File: src/rtl/fetch_unit.sv
// rtl/fetch_unit.sv - instruction fetch unit with 2-entry prefetch FIFO
//
// Fetches from a combinational instruction memory at FetchPc and queues
// {pc, instruction} pairs in a 2-entry FIFO that feeds decode through a
// valid/ready handshake. It supports start, branch redirect and halt.
//
// Ports:
//   Clk          - clock, rising edge
//   Reset_n      - asynchronous active-low reset
//   Start        - begin execution at StartAddr (IDLE/DONE only)
//   StartAddr    - first fetch address
//   Address      - memory read address (always FetchPc)
//   Instruction  - memory read data for Address, same cycle
//   InstOut      - head-of-FIFO instruction (0 when empty)
//   InstPc       - address of InstOut (0 when empty)
//   InstValid    - FIFO non-empty
//   InstReady    - decode accepts head
//   BranchTaken  - redirect fetch to BranchTarget
//   BranchTarget - redirect address
//   Halt         - stop execution
//   Done         - program halted
module fetch_unit #(
  parameter int ADDR_W = 10,
  parameter int INST_W = 9
) (
  input  logic              Clk,
  input  logic              Reset_n,
  input  logic              Start,
  input  logic [ADDR_W-1:0] StartAddr,
  output logic [ADDR_W-1:0] Address,
  input  logic [INST_W-1:0] Instruction,
  output logic [INST_W-1:0] InstOut,
  output logic [ADDR_W-1:0] InstPc,
  output logic              InstValid,
  input  logic              InstReady,
  input  logic              BranchTaken,
  input  logic [ADDR_W-1:0] BranchTarget,
  input  logic              Halt,
  output logic              Done
);

  typedef enum logic [1:0] {
    IDLE = 2'd0,
    RUN  = 2'd1,
    DONE = 2'd2
  } state_t;

  state_t            state, state_nxt;
  logic [ADDR_W-1:0] fetch_pc;
  // After a start or redirect, one cycle passes with no push so the first
  // instruction appears two edges after the request.
  logic              skip;
  logic [1:0]        count;
  logic [ADDR_W-1:0] pc0, pc1;
  logic [INST_W-1:0] ins0, ins1;
  logic              valid;
  logic              pop, push, starting, halting, branching;

  assign valid     = (count != 2'd0);
  assign Address   = fetch_pc;
  assign InstValid = valid;
  assign InstOut   = valid ? ins0 : '0;
  assign InstPc    = valid ? pc0 : '0;
  assign Done      = (state == DONE);

  always_comb begin
    state_nxt = state;
    starting  = 1'b0;
    halting   = 1'b0;
    branching = 1'b0;
    push      = 1'b0;
    pop       = valid && InstReady;
    case (state)
      IDLE, DONE: begin
        if (Start) begin
          state_nxt = RUN;
          starting  = 1'b1;
        end
      end
      RUN: begin
        if (Halt) begin
          state_nxt = DONE;
          halting   = 1'b1;
        end else if (BranchTaken) begin
          branching = 1'b1;
        end else begin
          push = !skip && ((count != 2'd2) || pop);
        end
      end
      default: state_nxt = IDLE;
    endcase
  end

  always_ff @(posedge Clk or negedge Reset_n) begin
    if (!Reset_n) begin
      state <= IDLE;
    end else begin
      state <= state_nxt;
    end
  end

  always_ff @(posedge Clk or negedge Reset_n) begin
    if (!Reset_n) begin
      fetch_pc <= '0;
      skip     <= 1'b0;
      count    <= 2'd0;
      pc0      <= '0;
      pc1      <= '0;
      ins0     <= '0;
      ins1     <= '0;
    end else if (starting) begin
      fetch_pc <= StartAddr;
      skip     <= 1'b1;
      count    <= 2'd0;
    end else if (halting) begin
      skip     <= 1'b0;
      count    <= 2'd0;
    end else if (branching) begin
      // Any handshake this cycle completes externally; the FIFO is simply dropped.
      fetch_pc <= BranchTarget;
      skip     <= 1'b1;
      count    <= 2'd0;
    end else if (state == RUN) begin
      skip <= 1'b0;
      if (push) begin
        fetch_pc <= fetch_pc + ADDR_W'(1);
      end
      case ({push, pop})
        2'b10: begin
          if (count == 2'd0) begin
            pc0  <= fetch_pc;
            ins0 <= Instruction;
          end else begin
            pc1  <= fetch_pc;
            ins1 <= Instruction;
          end
          count <= count + 2'd1;
        end
        2'b01: begin
          pc0   <= pc1;
          ins0  <= ins1;
          count <= count - 2'd1;
        end
        2'b11: begin
          if (count == 2'd1) begin
            pc0  <= fetch_pc;
            ins0 <= Instruction;
          end else begin
            pc0  <= pc1;
            ins0 <= ins1;
            pc1  <= fetch_pc;
            ins1 <= Instruction;
          end
        end
        default: ;
      endcase
    end
  end

endmodule
File: config.mk
export PLATFORM = sky130hd
export DESIGN_NAME = fetch_unit
export DESIGN_NICKNAME = d
export VERILOG_FILES = /design/src/rtl/fetch_unit.sv
export SDC_FILE = /design/constraint.sdc
export NUM_CORES = 1
export LEC_CHECK = 0
export ABC_AREA = 1
export CAP_MARGIN = 20
export CORE_MARGIN = 1.5
export CORE_UTILIZATION = 31
export CTS_CLUSTER_DIAMETER = 150
export DETAILED_ROUTE_END_ITERATION = 8
export PLACE_DENSITY = 0.55
export SETUP_SLACK_MARGIN = 0.1
export SYNTH_ARGS = -nofsm -noshare
export SYNTH_HDL_FRONTEND = slang
export SYNTH_SLANG_ARGS = --single-unit
File: constraint.sdc
create_clock -name Clk -period 4.3 [get_ports Clk]
set_input_delay 0.645 -clock Clk [delete_from_list [all_inputs] [get_ports Clk]]
set_output_delay 0.645 -clock Clk [all_outputs]
set_load 0.01 [all_outputs]
==> run_results.csv, run 1 <==
group,metric,value,unit
min_path,hp-class,"in2async",
timing,layout_min_cycle_time,2.64,ns
finish,area_growth,28.3,%
clock_tree,cts_setup_buffers,0,
job,max_cap_viol_count,0,
yosys,synth_top_family_by_area,"simple AND/OR/NAND/NOR gates",
global_routing,gr-total-overflow,0,
timing,drv_slew,0,
pwr,leakage,1.97,nW
timing,worst_pin_slew,0.686,ns
worst_setup_path,timing.rr.start,"count[0]",
finish,regArea,1330,um^2
pwr,vdd_ir_drop_max,194,uV
timing,setup_slack,1.66,ns
floorplan,start_util,31.9,%
placement,numPlacedInstances,611,
clock_tree,cts_tree,"done",
worst_setup_path,startpoint,"count[0]",
yosys,ys_ff_latch,53,
clock_tree,clock_latency,0.31,ns
yosys,synth_xor_area_share,0.846,%
pwr,seqPwrFrac,37.9,%
timing,tns,0,ns
finish,stdcell_count,620,
pwr,p_int,1.36,mW
global_routing,grt_max_degree,52,
yosys,synth_area,3110,um^2
pwr,p_total,2.21,mW
finish,layout-drive-gt1-share,7.39,%
placement,gp_congestion,0.765,
clock_tree,root_buffer,"clkbuf_8",
timing,fmax,379,MHz
worst_setup_path,worstSetupEndpointType,"flip-flop",
timing,fin_skew,0.00792,ns
finish,multi_input_area,1440,um^2
timing,whs,0.120,ns
worst_setup_path,cp_max_fo,22,
timing,max_slew_margin,54.2,%
routing,drt_wl_total,7.09,mm
finish,diodes,0,
pwr,p_sw,0.853,mW
global_routing,grt_util_all_layers,14.6,%
routing,routedWlPerCell,11.4,um
yosys,yosysWarningCount,0,
clock_tree,hold_buffers,0,
finish,final_area,3990,um^2
timing,setup_viol,0,
worst_setup_path,critPathKind,"reg2reg",
run_status,run_status,"completed",
timing,timing_hold_violations_final,0,
yosys,yosys.area_share.simple,36.7,%
pwr,power_frac_clock,15.9,%
floorplan,die_w,103,um
yosys,synth_compound_area_share,7.05,%
finish,layout_commonest_cell,"nand2_1",
clock_tree,cts_buffer_depth,2,
routing,route.detailed.drc,0,
yosys,synthesis.nets,465,
yosys,avgSynthCellArea,7.29,um^2
global_routing,grt_pass1_vias,2693,
floorplan,die_h,103,um
yosys,syn_inst,426,
pwr,sw_frac_of_total,38.6,%
placement,port_buffers,65,
placement,preCtsSetupSlack,1.42,ns
clock_tree,clk_pin_slew_worst_paths,0.10,ns
pwr,combinationalPowerShare,46.2,%
placement,hpwlAfterDp,5.20,mm
worst_setup_path,worst_ep_required_time,4.55,ns
timing,period_share,61.4,%
routing,firstDrtPassIters,4,
pwr,power_density,555,nW/um^2
finish,final_cell_mix,"nand2_1, clkdlybuf4s50_1, inv_1",
yosys,synthAdderAreaFrac,1.61,%
yosys,yosys.cell_types.count,30,
worst_setup_path,crit_path_start_kind,"flip-flop",
finish,num-nets-final,525,
yosys,synth-seq-area-share,42.7,%
placement,dpl_cell_area,3840,um^2
worst_setup_path,crit_arrival,2.89,ns
routing,dr.first_iter.drc_count,106,
timing,rsz0062_at_grt,"false",
finish,nFillCells,1056,
yosys,synthMuxAreaShare,0,%
floorplan,rows,36,
floorplan,die_area,10600,um^2
global_routing,antenna_found_initial,0,
clock_tree,htreeDepth,2,
routing,ant_nets,0,
routing,vias_per_cell,4.43,
routing,dr_total_vias,2747,
floorplan,io_pins,66,
finish,fin_util,41.0,%
floorplan,fp.coreArea,9730,um^2
clock_tree,cts-buffers-inserted,5,
clock_tree,cts.sinks,53,
clock_tree,cts_resized,0,
global_routing,grt_pass1_wl,12.4,mm
==> path summary, 6_finish.rpt <==
check | endpoint | slack [ns] | depth (start not counted)
max | pc0[9] | 1.66 | 13
min | state[0] | 0.12 | 1
max reg2reg | pc0[9] | 1.66 | 13
min reg2reg | ins1[0] | 0.49 | 2
max in group asynchronous | pc1[8] | 3.35 | 2
min in group Clk | ins1[0] | 0.49 | 2
==> cells in the mapped netlist <==
cell type  number  share of area (%)
a21oi_1         2               0.32
a21oi_2         1               0.28
buf_1           2               0.24
buf_12          1               0.64
buf_2           6               0.97
buf_4           2               0.48
buf_6           2               0.72
clkbuf_1        4               0.48
clkbuf_2        1               0.16
dfrtp_1        53                 43
ha_1            4                1.6
inv_1          58                7.0
inv_2           3               0.36
nand2_1       139                 17
nand2_2         4               0.81
nand3_1        22                3.5
nand3_2        10                3.2
nand3_4         1               0.56
nand3b_1       19                4.6
nand4_1         1               0.20
nor2_1         46                5.6
nor2_4          1               0.36
nor2_8          1               0.64
nor3b_1         1               0.24
o211ai_1        2               0.48
o21ai_0        33                5.3
o21bai_1        1               0.24
o22ai_1         2               0.40
or2_2           1               0.20
xor2_1          3               0.85
==> power groups by stage <==
| stage | Combinational, mW | Sequential, mW | Clock (mW) |
|---|---|---|---|
| 3_3_place_gp | 1.02 | 0.849 | 0 |
| 4_1_cts | 1.04 | 0.841 | 0.365 |
| 5_1_grt | 1.17 | 0.873 | 0.377 |
| 2_1_floorplan | 0.639 | 0.832 | 0 |
| 3_5_place_dp | 1.03 | 0.851 | 0 |
| 6_report | 1.02 | 0.839 | 0.351 |
==> critical path, stage by stage, from the launching register on <==
cell and delay (ns):
dfrtp_1 0.40, inv_1 0.10, ha_1 0.15, buf_4 0.25
inv_2 0.07, nand2_2 0.12, nand2_1 0.06, nand2_1 0.10
nor2_4 0.06, nand2_1 0.50, nand2_2 0.41, nand2_1 0.16
nand3_1 0.12, nand2_1 0.09
==> sequential cells by signal (all words and copies together) (netlist names) <==
signal	count
count	2
pc1	10
ins0	9
skip	1
ins1	9
Address	10
state	2
pc0	10
==> cell families (layout without fill, tap and decap cells) <==
group           count (synthesis)  after routing
simple gates                  246            246
buf+inv                        79            140
flops                          53             53
compound gates                 41             41
fa+ha+maj                       4              4
xor+xnor                        3              3
==> layer usage <==
metal  vias up  GRT usage, %  share of wire (%)
li1       1437             -                  -
met1      1243          20.0                 49
met2        59          24.3                 46
met3         8          2.10                3.6
met4         0          3.53                1.4
met5         -             0                  0
==> cell type report <==
cell class / count / share of cell area, %
multi-input combinational: 294 / 36.0
sequential: 53 / 33.3
timing repair buffer: 71 / 17.8
inverter: 61 / 5.75
tap: 133 / 4.18
clock buffer: 7 / 2.17
clock inverter: 1 / 0.754
Note: power is estimated with default switching activity, not from simulation.
==> run 2, diff against run 1 <==
- PLACE_DENSITY: 0.55 -> 0.57
- clock period: 4.3 -> 2.23 ns (I/O delays scaled with it)
==> run_results.csv, run 2 (same netlist as run 1, synthesis figures left out) <==
group,metric,value,unit
worst_setup_path,crit_arrival,2.15,ns
routing,dr_total_vias,2759,
timing,timing_hold_violations_final,0,
finish,layout_commonest_cell,"nand2_1",
clock_tree,cts-buffers-inserted,5,
finish,nFillCells,1044,
worst_setup_path,slowest_stage,"dfrtp_1",
timing,drv_slew,0,
clock_tree,clk_pin_slew_worst_paths,0.10,ns
global_routing,antenna_found_initial,0,
worst_setup_path,timing.rr.start,"count[0]",
clock_tree,root_buffer,"clkbuf_8",
timing,fmax,515,MHz
pwr,p_total,4.18,mW
global_routing,grt_pass1_wl,12.8,mm
finish,layout-drive-gt1-share,8.72,%
worst_setup_path,crit_path_start_kind,"flip-flop",
pwr,power_density,1040,nW/um^2
placement,gp_congestion,0.766,
timing,period_share,87.1,%
min_path,hp-class,"in2async",
run_status,run_status,"completed",
placement,port_buffers,65,
worst_setup_path,cp_slowest_stage_delay,0.36,ns
global_routing,grt_util_all_layers,15.2,%
placement,hpwlAfterDp,5.36,mm
clock_tree,htreeDepth,2,
routing,vias_per_cell,4.41,
clock_tree,cts_tree,"done",
floorplan,io_pins,66,
floorplan,start_util,31.9,%
floorplan,rows,36,
clock_tree,clock_latency,0.31,ns
timing,tns,0,ns
routing,dr.first_iter.drc_count,142,
worst_setup_path,critPathKind,"reg2reg",
finish,num-nets-final,531,
floorplan,die_h,103,um
timing,worst_pin_slew,0.686,ns
timing,fin_skew,0.00455,ns
timing,layout_min_cycle_time,1.94,ns
worst_setup_path,path_cells,"inv_1, ha_4, inv_2, nand2_2, nand2_1, nand2_1, nor2_4, nand2_1, nand2_2, nand2_1, nand3_2, nand2_1",
finish,diodes,0,
finish,fin_util,41.4,%
timing,rsz0062_at_grt,"false",
routing,route.detailed.drc,0,
finish,final_cell_mix,"nand2_1, inv_1, dfrtp_1",
floorplan,fp.coreArea,9730,um^2
clock_tree,cts.sinks,53,
routing,routedWlPerCell,11.9,um
routing,ant_nets,0,
worst_setup_path,cp_max_fo,19,
floorplan,die_area,10600,um^2
worst_setup_path,r2r-end,"pc0[3]",
clock_tree,cts_buffer_depth,2,
timing,setup_viol,0,
worst_setup_path,worst_ep_required_time,2.44,ns
global_routing,grt_pass1_vias,2747,
routing,firstDrtPassIters,4,
routing,drt_wl_total,7.48,mm
pwr,leakage,2.17,nW
worst_setup_path,cp_common_cell,"nand2_1",
worst_setup_path,r2r_setup_slack,0.29,ns
timing,max_slew_margin,54.3,%
worst_setup_path,worstSetupEndpointType,"flip-flop",
finish,area_growth,29.8,%
global_routing,grt_max_degree,39,
job,max_cap_viol_count,0,
floorplan,die_w,103,um
worst_setup_path,rr_worst_depth,12,
global_routing,gr-total-overflow,0,
pwr,vdd_ir_drop_max,398,uV
[run 2: how the worst max path moves through the flow]
stage,cells after the start,endpoint,startpoint
6_report,12,pc0[3],count[0]
5_1_grt,12,pc0[1],count[0]
4_1_cts,5,InstPc[3],count[0]
3_5_place_dp,10,pc0[1],InstReady
3_3_place_gp,10,ins0[0],InstReady
2_1_floorplan,13,ins0[8],count[0]
[run 2: area by class of cell]
cell class	instances	area (um^2)	area share, %
Clock buffer	6	72.6	1.80
Clock inverter	2	13.8	0.341
Inverter	61	229	5.68
Multi-Input combinational cell	294	1450	35.9
Sequential cell	53	1330	32.9
Tap cell	133	166	4.13
Timing Repair Buffer	77	774	19.2
[run 2: timing repair]
action / CTS / global route
hold buffers: 0 / 0
hold endpoints to repair: 0 / 0
setup buffers: 2 / 0
setup endpoints to repair: 19 / 8
resized for setup: 13 / 10
[run 2: critical path, delay by kind of cell (launching register included)]
kind	cells	cell delay (ns)
and+or+nand+nor	9	1.11
DFF	1	0.36
adders and majority gates	1	0.20
buffers and inverters	2	0.16
[run 2: metal layers]
metal / up-vias / global-route usage (%) / wire length [um]
met5: - / 0 / 0
met4: 0 / 3.43 / 82
met3: 6 / 2.78 / 257
met2: 53 / 25.5 / 3450
met1: 1261 / 20.5 / 3690
li1: 1439 / - / -
[run 2: per-stage QoR]
stage / hold slack, ns / setup WS, ns / instances / area, um^2
after floorplan: 0.0389 / 0.451 / 426 / 3110
after global placement: 0.397 / 0.201 / 616 / 3900
after detailed placement: 0.411 / 0.122 / 616 / 3900
after CTS: 0.0700 / 0.103 / 626 / 4000
final: 0.0577 / 0.288 / 626 / 4030
after global routing: 0.0809 / 0.135 / 626 / 4030
[run 2: report_power, final]
group	leakage [nW]	total [mW]	internal [mW]	switching (mW)
clock	0.0456	0.556	0.225	0.331
sequential	0.685	1.61	1.34	0.270
combinational	1.44	2.02	0.926	1.09
total	2.17	4.18	2.49	1.69
==> run 3, diff against run 2 <==
- CELL_PAD_IN_SITES_DETAIL_PLACEMENT: unset -> 1
- CELL_PAD_IN_SITES_GLOBAL_PLACEMENT: unset -> 1
- PLACE_DENSITY: 0.57 -> 0.74
==> run_results.csv, run 3 (same netlist as run 1, synthesis figures left out) <==
group,metric,value,unit
job,max_cap_viol_count,0,
floorplan,die_area,10600,um^2
pwr,p_total,4.24,mW
floorplan,die_w,103,um
routing,routedWlPerCell,12.9,um
worst_setup_path,worstSetupEndpointType,"primary output",
global_routing,grt_pass1_wl,13.7,mm
pwr,leakage,2.23,nW
global_routing,grt_pass1_vias,2912,
clock_tree,cts_tree,"done",
clock_tree,clk_pin_slew_worst_paths,0.10,ns
clock_tree,cts.sinks,53,
placement,port_buffers,65,
timing,setup_viol,0,
clock_tree,htreeDepth,2,
timing,max_slew_margin,58.0,%
timing,fmax,529,MHz
floorplan,io_pins,66,
worst_setup_path,crit_arrival,1.56,ns
clock_tree,cts_buffer_depth,2,
timing,period_share,84.8,%
finish,diodes,0,
finish,area_growth,30.5,%
finish,layout-drive-gt1-share,9.09,%
placement,gp_congestion,0.835,
floorplan,start_util,31.9,%
global_routing,grt_util_all_layers,16.4,%
finish,final_area,4050,um^2
global_routing,gr-total-overflow,0,
timing,worst_pin_slew,0.631,ns
worst_setup_path,startpoint,"state[1]",
finish,num-nets-final,533,
finish,final_cell_mix,"nand2_1, inv_1, dfrtp_1",
routing,vias_per_cell,4.52,
worst_setup_path,cp_max_fo,2,
floorplan,fp.coreArea,9730,um^2
worst_setup_path,worst_ep_required_time,1.90,ns
routing,dr.first_iter.drc_count,60,
timing,timing_hold_violations_final,0,
routing,dr_total_vias,2839,
clock_tree,cts-buffers-inserted,5,
timing,drv_slew,0,
pwr,vdd_ir_drop_max,417,uV
placement,dpl_cell_area,3910,um^2
routing,firstDrtPassIters,4,
placement,hpwlAfterDp,6.12,mm
finish,nFillCells,1243,
routing,drt_wl_total,8.13,mm
global_routing,antenna_found_initial,0,
timing,rsz0062_at_grt,"false",
clock_tree,clock_latency,0.31,ns
pwr,power_density,1050,nW/um^2
timing,fin_skew,0.00646,ns
min_path,hp-class,"in2async",
worst_setup_path,timing.rr.start,"count[1]",
finish,layout_commonest_cell,"nand2_1",
timing,layout_min_cycle_time,1.89,ns
floorplan,rows,36,
worst_setup_path,crit_path_start_kind,"flip-flop",
routing,route.detailed.drc,0,
routing,ant_nets,0,
timing,tns,0,ns
run_status,run_status,"completed",
clock_tree,root_buffer,"clkbuf_8",
worst_setup_path,critPathKind,"reg2out",
global_routing,grt_max_degree,29,
floorplan,die_h,103,um
[run 3: final timing paths]
| path | end | slack [ns] | depth (start not counted) |
|---|---|---|---|
| setup / recovery | Done | 0.34 | 3 |
| hold / removal | pc0[4] | 0.03 | 1 |
| setup reg to reg | ins0[5] | 0.38 | 12 |
| hold reg to reg | pc1[5] | 0.49 | 2 |
| max in group asynchronous | count[1] | 1.63 | 2 |
| min in group Clk | pc1[5] | 0.49 | 2 |
[run 3: report_power, final]
part	leakage [nW]	internal [mW]	switching, mW	total, mW
logic	1.50	0.940	1.13	2.07
clock network	0.0385	0.223	0.326	0.550
registers	0.685	1.34	0.289	1.63
total	2.23	2.50	1.74	4.24
[run 3: what timing repair did]
| item | in CTS | in global routing |
|---|---|---|
| setup endpoints to repair | 19 | 22 |
| resized for setup | 10 | 14 |
| hold endpoints to repair | 0 | 0 |
| pin swaps | 0 | 0 |
| hold buffers | 0 | 0 |
| setup buffers | 2 | 0 |
[run 3: final cells by class]
| type | count | area (um^2) | area share [%] |
|---|---|---|---|
| clock inverter | 1 | 7.51 | 0.185 |
| multi-input combinational | 294 | 1460 | 35.9 |
| clock buffer | 7 | 76.3 | 1.88 |
| inverter | 61 | 229 | 5.65 |
| tap | 133 | 166 | 4.10 |
| timing repair buffer | 79 | 792 | 19.5 |
| sequential | 53 | 1330 | 32.7 |
[run 3: worst max-delay path, cell delays in order (launching register included)]
cell and delay [ns]:
dfrtp_1 0.45, inv_1 0.09, nor2_1 0.15, clkdlybuf4s50_1 0.57
[run 3: per-layer routing]
| layer | wire length [um] | global-route usage (%) | vias up |
|---|---|---|---|
| met3 | 222 | 1.83 | 8 |
| met4 | 80 | 4.05 | 0 |
| met1 | 3870 | 22.0 | 1336 |
| met5 | 0 | 0 | - |
| li1 | - | - | 1443 |
| met2 | 3950 | 28.2 | 52 |
[run 3: metrics by stage]
stage / util [%] / hold slack [ns] / worst slack (ns) / cells
6_report: 41.7 / 0.0342 / 0.339 / 628
5_1_grt: 41.7 / 0.0683 / 0.184 / 628
4_1_cts: 41.3 / 0.0555 / 0.132 / 628
3_5_place_dp: 40.1 / 0.394 / 0.0807 / 618
3_3_place_gp: 40.1 / 0.388 / 0.206 / 618
2_1_floorplan: - / 0.0389 / 0.451 / 426
==> RTL edit: new RTL, settings of run 3 <==
Reset style: synchronous (`Reset_n`), changed in 2 clocked blocks. Comments in the files are not updated.
--- a/src/rtl/fetch_unit.sv
+++ b/src/rtl/fetch_unit.sv
@@ -91,7 +91,7 @@
     endcase
   end
 
-  always_ff @(posedge Clk or negedge Reset_n) begin
+  always_ff @(posedge Clk) begin
     if (!Reset_n) begin
       state <= IDLE;
     end else begin
@@ -99,7 +99,7 @@
     end
   end
 
-  always_ff @(posedge Clk or negedge Reset_n) begin
+  always_ff @(posedge Clk) begin
     if (!Reset_n) begin
       fetch_pc <= '0;
       skip     <= 1'b0;
Formal check against the unedited RTL: differs if Reset_n is asserted again (counterexample within 4 cycles, from zero or initial values and one cycle with Reset_n low); with Reset_n held inactive, the same outputs for 4 cycles.
==> RTL edit against run 3 <==
  * Cell count increased by 0.32%
  * Worst setup slack got worse by 0.22 ns
  * Design area increased by 3.2%
  * Largest cell class unchanged
  * Area after synthesis decreased by 6.2%
  * Critical endpoint is now ins0[1]
  * Non-clock buffer count increased by 17
  * First-iteration DRC count increased by 12%
  * Sequential cell count unchanged
  * Critical path type is now reg2reg
  * Routed wire length increased by 8.3%
Power is not compared: it rests on default switching activity, and its combinational part moved more than twofold at a synthesized area within 25%.
==> RTL edit: results (changes against run 3) <==
Yosys
  – Adder-cell share of the synthesized area: 3.44% (+1.8 points)
  – XOR/XNOR share of the synthesized area: 0.601% (-0.24 points)
  – Synth top area cells: dfxtp_1 (36%), o21ai_0 (11%), nand2_1 (9.1%)
  – Syn Inst Count: 438 (+2.8%)
  – Mapped Nets: 481 (+3.4%)
  – Synth cell types: 29 (-3.3%)
  – Post-synth top cells: nand2_1 (71), nor2_1 (67), o21ai_0 (63)
  – Sequential fraction of the synthesis area: 36.4% (-6.3 points)
  – Compound-Gate Fraction of Synth Area: 20.6% (+14 points)
  – Synth warn: 0 (unchanged)

Cells and area
  – Final net count: 561 (+5.3%)
  – Ratio of cells with drive above 1 in the final layout: 17.1% (+8.1 points)
  – Post-Layout Cell Count: 630 (+0.32%)

Detailed routing
  – DR vias: 3,047 (+7.3%)
  – Met3 wire length: 311 µm (+40%)
  – Metal-1 WL: 4.25 mm (+9.8%)
  – First-iteration detailed-routing DRC count: 67 (+12%)
  – Routed WL: 8.80 mm (+8.3%)

Critical path
  – Critical path class: reg2reg
  – Critical Path Max Stage Delay: 0.35 ns (-0.22 ns)
  – Max FO, Critical Path: 8 (+6)
  – Data arrival, critical path: 2.36 ns (+0.80 ns)
  – RR Startpoint: count[0]
  – Critical path's slowest cell: dfxtp_2
  – Worst r2r path cells: 13 (+1)
  – Worst r2r dst: ins0[1]

Placement
  – RePlAce Congestion: 0.825 (-1.1%)
  – DP Area: 3830 µm² (-1.8%)
  – Setup slack at placement: -0.172 ns (-0.253 ns)
  – Post-DP HPWL: 6.32 mm (+3.3%)
  – Cells after DPL: 614 (-0.65%)

GRT
  – First-pass GRT wire length: 14.3 mm (+4.0%)
  – Largest net degree at the start of global routing: 39 (+34%)
  – Initial antenna violation count: 0 (unchanged)
  – GRT met3 Usage: 1.88% (+0.050 points)
  – Grt met2 use: 29.8% (+1.6 points)
  – Gr usage total: 17.4% (+1.0 points)
  – Met1 Use GR: 23.7% (+1.7 points)

Clock network
  – H-tree levels: 2 (unchanged)

STA
  – Max Freq: 473 MHz (-11%)
  – Skew final: 0.00736 ns (+0.000894 ns)
  – Worst Max-Slew Pin Slew: 0.429 ns (-0.202 ns)

Outcome
  – Status: completed
==> RTL edit: cell types whose count changed in the layout (fill, tap and decap cells not counted), sizes merged, moves of 24 or more <==
cell          run 3  this run
nor2             48        72
o21ai            33        67
dfrtp            53         0
nand2           143        75
dfxtp             0        53
a21oi             3        46
==> RTL edit: what timing repair did <==
action                                  in CTS  in global routing
endpoints found under the hold margin        0                  0
resized for setup                            5                 47
pin swaps                                    2                  1
endpoints found under the setup margin      23                 57
setup buffers                                3                  2
cloned                                       0                  3
==> RTL edit: layout make-up <==
type / count / area [µm²]
fillers: 1142 / 4970
multi-input cells: 310 / 1640
flip-flops and latches: 53 / 1060
repair buffers: 96 / 1020
inverters: 52 / 210
well taps: 111 / 139
clock buffers: 6 / 72.6
clock inverters: 2 / 38.8
==> RTL edit: through the flow <==
step                      power [µW]  hold slack, ns
final                           2020           0.456
after global routing            2120           0.479
after CTS                       2030           0.460
after detailed placement        1350           0.446
after global placement          1340           0.438
after floorplan                 1190           0.430
